--- config.mk ---
export PLATFORM = sky130hd
export DESIGN_NAME = five_bit_down_counter
export DESIGN_NICKNAME = d
export VERILOG_FILES = /design/src/rtl/five_bit_down_counter.sv
export SDC_FILE = /design/constraint.sdc
export NUM_CORES = 1
export LEC_CHECK = 0
export CORE_MARGIN = 2
export CORE_UTILIZATION = 54
export DETAILED_ROUTE_END_ITERATION = 6
export HOLD_SLACK_MARGIN = 0.08
export PLACE_DENSITY = 0.81
export SETUP_SLACK_MARGIN = 0.3
export SYNTH_ARGS = -nofsm -noshare
export SYNTH_HDL_FRONTEND = slang
export SYNTH_SLANG_ARGS = --single-unit
--- constraint.sdc ---
create_clock -name clock -period 3.7 [get_ports clock]
set_clock_uncertainty 0.1 [all_clocks]
set_input_delay 0.74 -clock clock [delete_from_list [all_inputs] [get_ports clock]]
set_output_delay 0.74 -clock clock [all_outputs]
set_load 0.03 [all_outputs]
--- src/rtl/five_bit_down_counter.sv ---
// five_bit_down_counter
//   Down counter for the snake game (move timer, respawn delay and similar).
//   It counts from a runtime limit `max` down to 0 and then wraps back to
//   `max`. It advances once per debounced button press, and a reload
//   request forces the count back to `max`.
//
// Ports
//   clock    system clock, rising edge
//   resetn   synchronous active-low reset
//   max      reload / wrap value, sampled whenever it is used
//   load     reload request (count <= max), wins over a step
//   btn_raw  raw asynchronous push-button level, active-high
//   count    registered count
//   zero     registered (count == 0)
//   wrap     one-cycle pulse when a step takes count 0 -> max
//
// Configuration macro
//   AUTO_TICK_EN  adds a free-running prescaler. It produces an extra step
//                 every TICK_DIV clocks, and load also clears it.
module five_bit_down_counter #(
    parameter int WIDTH     = 5,
    parameter int DB_CYCLES = 16,
    parameter int TICK_DIV  = 1000
) (
    input  logic             clock,
    input  logic             resetn,
    input  logic [WIDTH-1:0] max,
    input  logic             load,
    input  logic             btn_raw,
    output logic [WIDTH-1:0] count,
    output logic             zero,
    output logic             wrap
);

    localparam int DBW = (DB_CYCLES > 2) ? $clog2(DB_CYCLES) : 1;
    localparam logic [DBW-1:0] DB_LAST = DBW'(DB_CYCLES - 1);

    typedef enum logic [1:0] {
        DB_LOW,
        DB_ARM_HIGH,
        DB_HIGH,
        DB_ARM_LOW
    } db_state_t;

    // Two-flop synchroniser for the raw button pin.
    logic btn_meta, btn_s;

    always_ff @(posedge clock) begin
        if (!resetn) begin
            btn_meta <= 1'b0;
            btn_s    <= 1'b0;
        end else begin
            btn_meta <= btn_raw;
            btn_s    <= btn_meta;
        end
    end

    // Debouncer FSM
    db_state_t      db_state, db_prev, db_next;
    logic [DBW-1:0] db_cnt, db_cnt_next;

    always_ff @(posedge clock) begin
        if (!resetn) begin
            db_state <= DB_LOW;
            db_prev  <= DB_LOW;
            db_cnt   <= '0;
        end else begin
            db_state <= db_next;
            db_prev  <= db_state;
            db_cnt   <= db_cnt_next;
        end
    end

    always_comb begin
        db_next     = db_state;
        db_cnt_next = db_cnt;
        case (db_state)
            DB_LOW: begin
                db_cnt_next = '0;
                if (btn_s) db_next = DB_ARM_HIGH;
            end
            DB_ARM_HIGH: begin
                if (!btn_s) begin
                    db_next     = DB_LOW;
                    db_cnt_next = '0;
                end else if (db_cnt == DB_LAST) begin
                    db_next     = DB_HIGH;
                    db_cnt_next = '0;
                end else begin
                    db_cnt_next = db_cnt + 1'b1;
                end
            end
            DB_HIGH: begin
                db_cnt_next = '0;
                if (!btn_s) db_next = DB_ARM_LOW;
            end
            DB_ARM_LOW: begin
                if (btn_s) begin
                    db_next     = DB_HIGH;
                    db_cnt_next = '0;
                end else if (db_cnt == DB_LAST) begin
                    db_next     = DB_LOW;
                    db_cnt_next = '0;
                end else begin
                    db_cnt_next = db_cnt + 1'b1;
                end
            end
            default: begin
                db_next     = DB_LOW;
                db_cnt_next = '0;
            end
        endcase
    end

    // A press is the single cycle after the ARM_HIGH -> HIGH transition.
    // A bounce back to HIGH out of ARM_LOW does not count, so holding the
    // button steps only once.
    logic btn_step;
    assign btn_step = (db_state == DB_HIGH) && (db_prev == DB_ARM_HIGH);

    logic tick;
`ifdef AUTO_TICK_EN
    localparam int PW = $clog2(TICK_DIV + 1);
    logic [PW-1:0] presc;

    assign tick = (presc == PW'(TICK_DIV - 1));

    always_ff @(posedge clock) begin
        if (!resetn || load || tick) presc <= '0;
        else                         presc <= presc + 1'b1;
    end
`else
    assign tick = 1'b0;
`endif

    // A coincident button press and tick merge into a single step.
    logic step;
    assign step = btn_step | tick;

    // Count next-state, listed in priority order. Reset is folded in here
    // so that zero is always derived from the value being registered.
    logic [WIDTH-1:0] count_next;
    logic             wrap_next;

    always_comb begin
        count_next = count;
        wrap_next  = 1'b0;
        if (!resetn) begin
            count_next = max;
        end else if (load) begin
            count_next = max;          // a same-cycle step is dropped
        end else if (step) begin
            if (count == '0) begin
                count_next = max;
                wrap_next  = 1'b1;
            end else if (count > max) begin
                count_next = max;      // limit lowered below current count
            end else begin
                count_next = count - 1'b1;
            end
        end
    end

    always_ff @(posedge clock) begin
        count <= count_next;
        wrap  <= wrap_next;
        zero  <= (count_next == '0);
    end

endmodule

==> flow_summary_export.csv, run 1 <==
group,metric,value,unit
yosys,synthTopCellsByArea,"dfxtp_1, ha_1, nor2_1",
timing,slew_viol_final,0,
routing,routed_wl,1710,µm
min_path,worstHoldPathType,"flop to flop",
worst_setup_path,crit_type,"input pin to flop",
global_route,grt_antenna_before_repair,0,
clocking,clkTransAtPathRegs,0.09,ns
yosys,synthCells,95,
final_layout,drive_gt1_share,11.5,%
power,p_leak,0.000476,µW
yosys,synth_seq_area_share,37.2,%
yosys,syn_avg_cell_area,9.64,µm²
yosys,yosysMostFrequentCell,"dfxtp_1",
clocking,postCtsSetupRepairBufs,0,
clocking,clock_latency,0.28,ns
routing,initialDrtViolationCount,15,
floorplanning,die_area,2040,µm²
yosys,ys_warn_count,0,
yosys,synth_edf_count,0,
clocking,cts_hold_buffers,0,
place,dp_slack,0.615,ns
yosys,syn_nets,111,
yosys,yosysTopAreaCellShare,37.2,%
timing,setup_viol,0,
yosys,synthTopCellsByCount,"dfxtp_1, nor2_1, ha_1, inv_1",
timing,final-hold-violation-count,0,
yosys,synthFlopType,"dfxtp_1",
timing,setup_tns,0,ns
global_route,track_usage,20.3,%
timing,slew_headroom,67.2,%
clocking,cts_root_buf,"clkbuf_4",
outcome,status,"finished, final reports clean",
worst_setup_path,crit_arrival,2.89,ns
timing,rsz0062_at_grt,"false",
clocking,cts_buffers,3,
floorplanning,die_h,45.2,µm
routing,drcViolationCount,0,
routing,first_pass_iters,4,
clocking,post_cts_resized,0,
timing,finalCriticalPeriod,2.79,ns
floorplanning,core,1540,µm²
final_layout,fin_area,1100,µm²
global_route,grt_busiest_layer,"met1",
yosys,syn-cell-area,916,µm²
yosys,ys_seq_elements,17,
worst_setup_path,critPathLaunchType,"input pin",
floorplanning,fp-row-count,14,
place,gp_congestion,0.890,
timing,layout_setup_ws,0.909,ns
global_route,use_met3,8.00,%
place,port_buffers,15,
global_route,grt-ovfl-total,0,
global_route,grt_pass1_vias,685,
routing,vias,750,
run,maxCapViolations,0,
timing,min_period_over_period,75.4,%
routing,post_drt_wl_per_cell,13.2,µm
worst_setup_path,crit_fanout,5,
global_route,use_met1,29.9,%
yosys,synth-async-reset-ratio,0,%
floorplanning,ios,16,
final_layout,syn_to_final_growth,20.6,%
final_layout,fin_util,71.7,%
floorplanning,die_w,45.2,µm
final_layout,fillers,127,
clocking,clockBufferDepth,2,
worst_setup_path,end_kind,"flop",
final_layout,diodes,0,
floorplanning,start_util,59.4,%
routing,viasPerCell,5.81,
routing,ant_nets,0,
place,dp_hpwl,1380,µm
yosys,synth_top_cell_by_area,"dfxtp_1",
timing,tightest_slew,0.489,ns
worst_setup_path,required,3.80,ns
place,placed_area,1080,µm²
global_route,grt_max_degree,12,
timing,fmax,358,MHz
clocking,cts_tree,"yes",
final_layout,fin_nets,130,
yosys,ys_types,39,
power,vdd_drop_max,0.000249,V
global_route,gr-usage-met2,27.7,%
power,p_per_area,370,nW/µm²
clocking,h-tree-depth,1,
clocking,clkSinkCount,17,
global_route,grt_first_pass_wirelength,3080,µm
[report_power, final]
part / internal [µW] / total [µW] / switching, µW
combinational: 52.6 / 112 / 59.1
sequential: 192 / 203 / 11.6
clock: 41.9 / 93.6 / 51.7
total: 286 / 408 / 122
[area by class of cell]
cell class	count	area, µm²	area share [%]
clock buffers	4	26.3	2.38
inverters	7	26.3	2.38
multi-input cells	70	542	49.0
flip-flops and latches	17	340	30.8
well taps	16	20.0	1.81
repair buffers	15	150	13.6
[through the flow]
stage | cells | total power [µW] | hold WS, ns
floorplan | 95 | 281 | 0.312
global placement | 125 | 317 | 0.326
detailed placement | 125 | 318 | 0.329
CTS | 129 | 412 | 0.353
global route | 129 | 438 | 0.378
finish | 129 | 408 | 0.349
[per-layer routing]
layer / vias to the layer above / routed length, µm
li1: 392 / -
met1: 332 / 878
met2: 24 / 692
met3: 2 / 122
met4: 0 / 14
met5: - / 0
[registers in the layout (all words and copies together) (netlist names), named ones only]
name / count
btn_s: 1
btn_meta: 1
zero: 1
db_prev: 2
count: 5
db_state: 1
wrap: 1
db_cnt: 4
[final timing paths]
path / start / end / slack, ns / cells past startpoint
max reg2reg: count[0] / zero / 1.43 / 9
max: max[3] / zero / 0.91 / 10
min reg2reg: btn_meta / btn_s / 0.35 / 1
min: btn_meta / btn_s / 0.35 / 1
[kinds of logic (layout without fill, tap and decap cells)]
| logic type | count (synthesis) | in the layout | share of synthesized area (%) |
|---|---|---|---|
| xor+xnor | 2 | 2 | 1.91 |
| mux | 1 | 1 | 1.09 |
| compound gates | 23 | 23 | 21.2 |
| simple gates | 37 | 37 | 25.4 |
| flops | 17 | 17 | 37.2 |
| fa+ha+maj | 7 | 7 | 9.56 |
| buf+inv | 8 | 26 | 3.69 |
[placed cells by master (no fill, tap or decap), types with 2 or more instances in the layout]
| master | n |
|---|---|
| nand2b_1 | 2 |
| nand3_1 | 3 |
| inv_1 | 7 |
| a311oi_1 | 2 |
| and2_1 | 4 |
| nand2_1 | 4 |
| and3_1 | 4 |
| clkdlybuf4s50_1 | 15 |
| nor2_1 | 8 |
| ha_1 | 7 |
| a21oi_1 | 2 |
| o21ai_0 | 3 |
| a31oi_1 | 4 |
| dfxtp_1 | 17 |
| o31ai_1 | 2 |
| o21ai_1 | 2 |
| clkbuf_4 | 3 |
[worst max-delay path, stage by stage]
cell	delay (ns)
clkdlybuf4s50_1	0.54
inv_1	0.07
ha_1	0.30
and3_1	0.15
a31oi_1	0.22
o31a_4	0.21
nor2_2	0.06
o311ai_4	0.32
o2111ai_2	0.15
nor4_2	0.14
No activity file was read; power rests on OpenSTA's default activity.
==> run 2, diff against run 1 <==
--- a/config.mk
+++ b/config.mk
@@ -6,10 +6,10 @@
 export NUM_CORES = 1
 export LEC_CHECK = 0
 export CORE_MARGIN = 2
-export CORE_UTILIZATION = 54
+export CORE_UTILIZATION = 45
 export DETAILED_ROUTE_END_ITERATION = 6
 export HOLD_SLACK_MARGIN = 0.08
-export PLACE_DENSITY = 0.81
+export PLACE_DENSITY = 0.72
 export SETUP_SLACK_MARGIN = 0.3
 export SYNTH_ARGS = -nofsm -noshare
 export SYNTH_HDL_FRONTEND = slang
==> constraint.sdc (replaced) <==
create_clock -name clock -period 2.3 [get_ports clock]
set_clock_uncertainty 0.1 [all_clocks]
set_input_delay 0.46 -clock clock [delete_from_list [all_inputs] [get_ports clock]]
set_output_delay 0.46 -clock clock [all_outputs]
set_load 0.03 [all_outputs]
==> run 2 against run 1 <==
- utilization shrank 3.2 points
- sequential cell count did not move
- routed wire length rose by 22%
- clock power is 69% higher
- non-clock buffer count increased by 12
- worst setup slack worse by 0.66 ns
- register-to-register slack lost 1.2 ns
- final area up 20%
- global-route usage is 0.53 points lower
- count of clock-buffer cells in the layout did not move
- hold slack better by 0.0094 ns
- die area increased by 18%
- critical endpoint unchanged
- largest cell class unchanged
- largest power group unchanged
==> flow_summary_export.csv, run 2 (synthesis results as in run 1) <==
group,metric,value,unit
clocking,cts_root_buf,"clkbuf_4",
place,dp_hpwl,1560,µm
worst_setup_path,r2r_slack,0.27,ns
clocking,cts_buffers,3,
timing,fmax,487,MHz
final_layout,diodes,0,
power,power_frac_seq,44.3,%
min_path,worstHoldPathType,"flop to flop",
place,port_buffers,15,
power,p_per_area,559,nW/µm²
worst_setup_path,rr_worst_depth,8,
power,switchingPower,235,µW
final_layout,syn_to_final_growth,45.1,%
min_path,hp-start,"btn_meta",
min_path,holdPathStages,1,
clocking,clockBufferDepth,2,
clocking,h-tree-depth,1,
clocking,clock_latency,0.28,ns
routing,post_drt_wl_per_cell,13.7,µm
final_layout,fin_area,1330,µm²
routing,drcViolationCount,0,
worst_setup_path,required,2.37,ns
place,dp_slack,-0.382,ns
timing,tightest_slew,0.376,ns
floorplanning,ios,16,
timing,setup_tns,0,ns
power,clockPowerShare,21.2,%
final_layout,drive_gt1_share,39.2,%
floorplanning,die_area,2410,µm²
run,maxCapViolations,0,
final_layout,regMostFlops,"count",
min_path,holdPathEnd,"btn_s",
routing,vias,827,
worst_setup_path,r2r-start,"count[2]",
clocking,clkSinkCount,17,
global_route,grt-ovfl-total,0,
global_route,grt_antenna_before_repair,0,
place,gp_congestion,0.856,
timing,setup_viol,0,
power,p_int,509,µW
clocking,cts_hold_buffers,0,
routing,viasPerCell,5.44,
final_layout,reg_top3,"count x5, db_cnt x4, db_prev x2",
floorplanning,die_w,49.1,µm
outcome,status,"finished, final reports clean",
power,swShare,31.6,%
worst_setup_path,end_kind,"flop",
timing,min_period_over_period,89.3,%
global_route,grt_max_degree,12,
floorplanning,core,1940,µm²
worst_setup_path,critPathLaunchType,"input pin",
timing,final-hold-violation-count,0,
clocking,cts_tree,"yes",
routing,first_pass_iters,4,
floorplanning,fp-row-count,16,
power,power_frac_comb,34.5,%
floorplanning,die_h,49.1,µm
global_route,grt_pass1_vias,816,
global_route,track_usage,19.8,%
worst_setup_path,timing.rr.end,"zero",
routing,routed_wl,2090,µm
final_layout,mostFrequentLayoutCells,"dfxtp_1, buf_4, clkdlybuf4s50_1",
timing,slew_viol_final,0,
timing,layout_setup_ws,0.246,ns
worst_setup_path,crit_type,"input pin to flop",
worst_setup_path,crit_arrival,2.12,ns
timing,rsz0062_at_grt,"true",
power,total_power,743,µW
worst_setup_path,crit_fanout,5,
final_layout,largest_register_ff_count,5,
place,placed_cells,142,
global_route,grt_first_pass_wirelength,3750,µm
routing,initialDrtViolationCount,6,
clocking,clkTransAtPathRegs,0.10,ns
final_layout,fillers,154,
place,placed_area,1180,µm²
routing,ant_nets,0,
timing,finalCriticalPeriod,2.05,ns
floorplanning,start_util,47.2,%
final_layout,fin_cells,152,
power,p_leak,0.000546,µW
power,vdd_drop_max,0.000381,V
final_layout,fin_nets,142,
timing,slew_headroom,74.9,%
## run 2: critical path, cell delays in order
cell and delay, ns:
clkdlybuf4s15_2 0.21, inv_2 0.05, ha_4 0.26, and3_4 0.19, a31oi_4 0.09, o31a_4 0.14, nand2b_4 0.17, or4_4 0.44
o2111ai_2 0.08, nor4_2 0.05
## run 2: worst max path at each step
stage / from / to / slack (ns) / cells after the start
5_1_grt: max[3] / zero / 0.20 / 10
4_1_cts: max[3] / zero / 0.17 / 10
2_1_floorplan: max[2] / zero / 0.20 / 9
6_report: max[3] / zero / 0.25 / 10
3_3_place_gp: max[2] / zero / -0.34 / 10
3_5_place_dp: max[2] / zero / -0.38 / 10
## run 2: final cells by class
cell class	instances	area (µm²)	area share, %
Multi-Input combinational cell	70	651	49.0
Timing Repair Buffer	27	238	17.9
Sequential cell	17	354	26.6
Inverter	7	26.3	1.98
Clock buffer	4	26.3	1.98
Tap cell	27	33.8	2.54
## run 2: routing by layer
layer  part of all wire, %  track usage (%)
met5                     0                0
met4                  0.48             4.29
met2                    50             34.0
met3                   4.6             3.99
met1                    45             25.5
## run 2: what timing repair did
| item | in CTS | in global routing |
|---|---|---|
| endpoints found under the setup margin | 7 | 6 |
| pin swaps | 9 | 3 |
| buffers inserted | 2 | 4 |
| resized for setup | 20 | 9 |
## run 2: power by group through the flow
stage	clock, µW	sequential [µW]	combinational (µW)
after floorplan	0	355	108
after global placement	0	338	194
after detailed placement	0	338	199
after CTS	161	332	235
after global routing	172	331	278
final	158	329	256
## run 2: per-stage QoR
step / util [%] / hold WS (ns)
floorplan: - / 0.312
global placement: 61.0 / 0.322
detailed placement: 61.0 / 0.327
CTS: 66.0 / 0.360
global route: 68.4 / 0.380
finish: 68.4 / 0.358
==> run 3, diff against run 2 <==
--- a/config.mk
+++ b/config.mk
@@ -6,10 +6,10 @@
 export NUM_CORES = 1
 export LEC_CHECK = 0
 export CORE_MARGIN = 2
-export CORE_UTILIZATION = 45
+export CORE_UTILIZATION = 40
 export DETAILED_ROUTE_END_ITERATION = 6
 export HOLD_SLACK_MARGIN = 0.08
-export PLACE_DENSITY = 0.72
+export PLACE_DENSITY = 0.66
 export SETUP_SLACK_MARGIN = 0.3
 export SYNTH_ARGS = -nofsm -noshare
 export SYNTH_HDL_FRONTEND = slang
==> run 3 against run 2 <==
- sequential power about the same
- hold slack got worse by 0.0078 ns
- total power increased by 0.51%
- clock power decreased by 5%
- die area increased by 11%
- non-clock buffer count unchanged
==> flow_summary_export.csv, run 3 (synthesis results as in run 1) <==
group,metric,value,unit
final_layout,largest_register_ff_count,5,
clocking,cts_hold_buffers,0,
min_path,hp-start,"btn_meta",
timing,slew_headroom,73.4,%
final_layout,drive_gt1_share,38.4,%
final_layout,syn_to_final_growth,46.6,%
clocking,clkTransAtPathRegs,0.09,ns
timing,finalCriticalPeriod,2.03,ns
clocking,cts_buffers,3,
timing,slew_viol_final,0,
routing,vias,804,
global_route,track_usage,17.3,%
worst_setup_path,crit_arrival,2.10,ns
floorplanning,die_h,51.9,µm
routing,routed_wl,1980,µm
final_layout,mostFrequentLayoutCells,"dfxtp_1, buf_4, clkdlybuf4s50_1",
clocking,clockBufferDepth,2,
final_layout,diodes,0,
routing,post_drt_wl_per_cell,12.9,µm
final_layout,fillers,194,
routing,drcViolationCount,0,
worst_setup_path,timing.rr.end,"zero",
timing,hold_ws,0.350,ns
timing,final-hold-violation-count,0,
timing,fmax,492,MHz
final_layout,regArea,354,µm²
clocking,h-tree-depth,1,
min_path,worstHoldPathType,"flop to flop",
global_route,grt_antenna_before_repair,0,
global_route,grt_first_pass_wirelength,3460,µm
worst_setup_path,critPathLaunchType,"input pin",
min_path,holdPathEnd,"btn_s",
power,vdd_drop_max,0.000462,V
global_route,grt_max_degree,12,
timing,rsz0062_at_grt,"true",
floorplanning,die_w,51.9,µm
timing,setup_viol,0,
routing,viasPerCell,5.25,
worst_setup_path,rr_worst_depth,8,
floorplanning,fp-row-count,17,
routing,first_pass_iters,4,
clocking,cts_root_buf,"clkbuf_4",
worst_setup_path,r2r_slack,0.29,ns
floorplanning,start_util,41.8,%
global_route,grt-ovfl-total,0,
worst_setup_path,end_kind,"flop",
final_layout,reg_top3,"count x5, db_cnt x4, db_prev x2",
timing,setup_tns,0,ns
final_layout,regMostFlops,"count",
outcome,status,"finished, final reports clean",
min_path,holdPathStages,1,
routing,ant_nets,0,
power,p_per_area,557,nW/µm²
worst_setup_path,r2r-start,"count[2]",
floorplanning,die_area,2690,µm²
clocking,clkSinkCount,17,
worst_setup_path,crit_fanout,4,
clocking,clock_latency,0.28,ns
power,p_leak,0.000563,µW
global_route,grt_pass1_vias,795,
floorplanning,ios,16,
worst_setup_path,required,2.37,ns
floorplanning,core,2190,µm²
place,dp_hpwl,1410,µm
final_layout,multi_input_area,661,µm²
clocking,cts_tree,"yes",
place,port_buffers,15,
timing,min_period_over_period,88.3,%
place,gp_congestion,0.782,
final_layout,fin_nets,142,
place,placed_area,1190,µm²
routing,initialDrtViolationCount,9,
run,maxCapViolations,0,
timing,tightest_slew,0.398,ns
worst_setup_path,crit_type,"input pin to flop",
final_layout,fin_area,1340,µm²
==> run 3: area by class of cell <==
cell class                      instances  area share (%)
Tap cell                               28            2.61
Timing Repair Buffer                   27            17.9
Sequential cell                        17            26.4
Inverter                                7            1.96
Multi-Input combinational cell         70            49.2
Clock buffer                            4            1.96
==> run 3: worst max-delay path: stages <==
cell             delay [ns]
clkdlybuf4s15_2        0.19
inv_2                  0.04
ha_4                   0.28
and3_4                 0.19
a31oi_4                0.07
o31a_4                 0.13
nand2b_4               0.16
or4_4                  0.43
o2111ai_2              0.08
nor4_2                 0.05
==> run 3: report_power, final <==
group          switching [µW]  internal (µW)
Combinational             132            139
Sequential               16.6            311
Clock                    82.6           67.3
==> run 3: per-stage QoR <==
step           setup WS [ns]  cells  power (µW)  util (%)
6_report               0.269    153         747      61.3
5_1_grt                0.197    153         795      61.3
4_1_cts                0.198    150         733      59.2
3_5_place_dp          -0.381    144         542      54.4
3_3_place_gp          -0.352    144         539      54.4
2_1_floorplan          0.203     95         464         -
==> run 3: repair_timing <==
| item | CTS | global route |
|---|---|---|
| resized for setup | 21 | 10 |
| pin swaps | 10 | 4 |
| endpoints found under the setup margin | 6 | 6 |
| buffers inserted | 2 | 3 |
==> run 3: how the worst max path moves through the flow <==
stage / slack (ns) / end / cells after the start / start
floorplan: 0.20 / zero / 9 / max[2]
global placement: -0.35 / zero / 10 / max[2]
detailed placement: -0.38 / zero / 10 / max[2]
CTS: 0.20 / zero / 8 / count[3]
global route: 0.20 / zero / 7 / resetn
finish: 0.27 / zero / 10 / max[3]
==> run 3: layer usage <==
layer	global-route usage [%]	share of wire (%)
met5	0	0
met4	3.51	0
met3	6.32	5.2
met2	26.8	46
met1	23.0	49
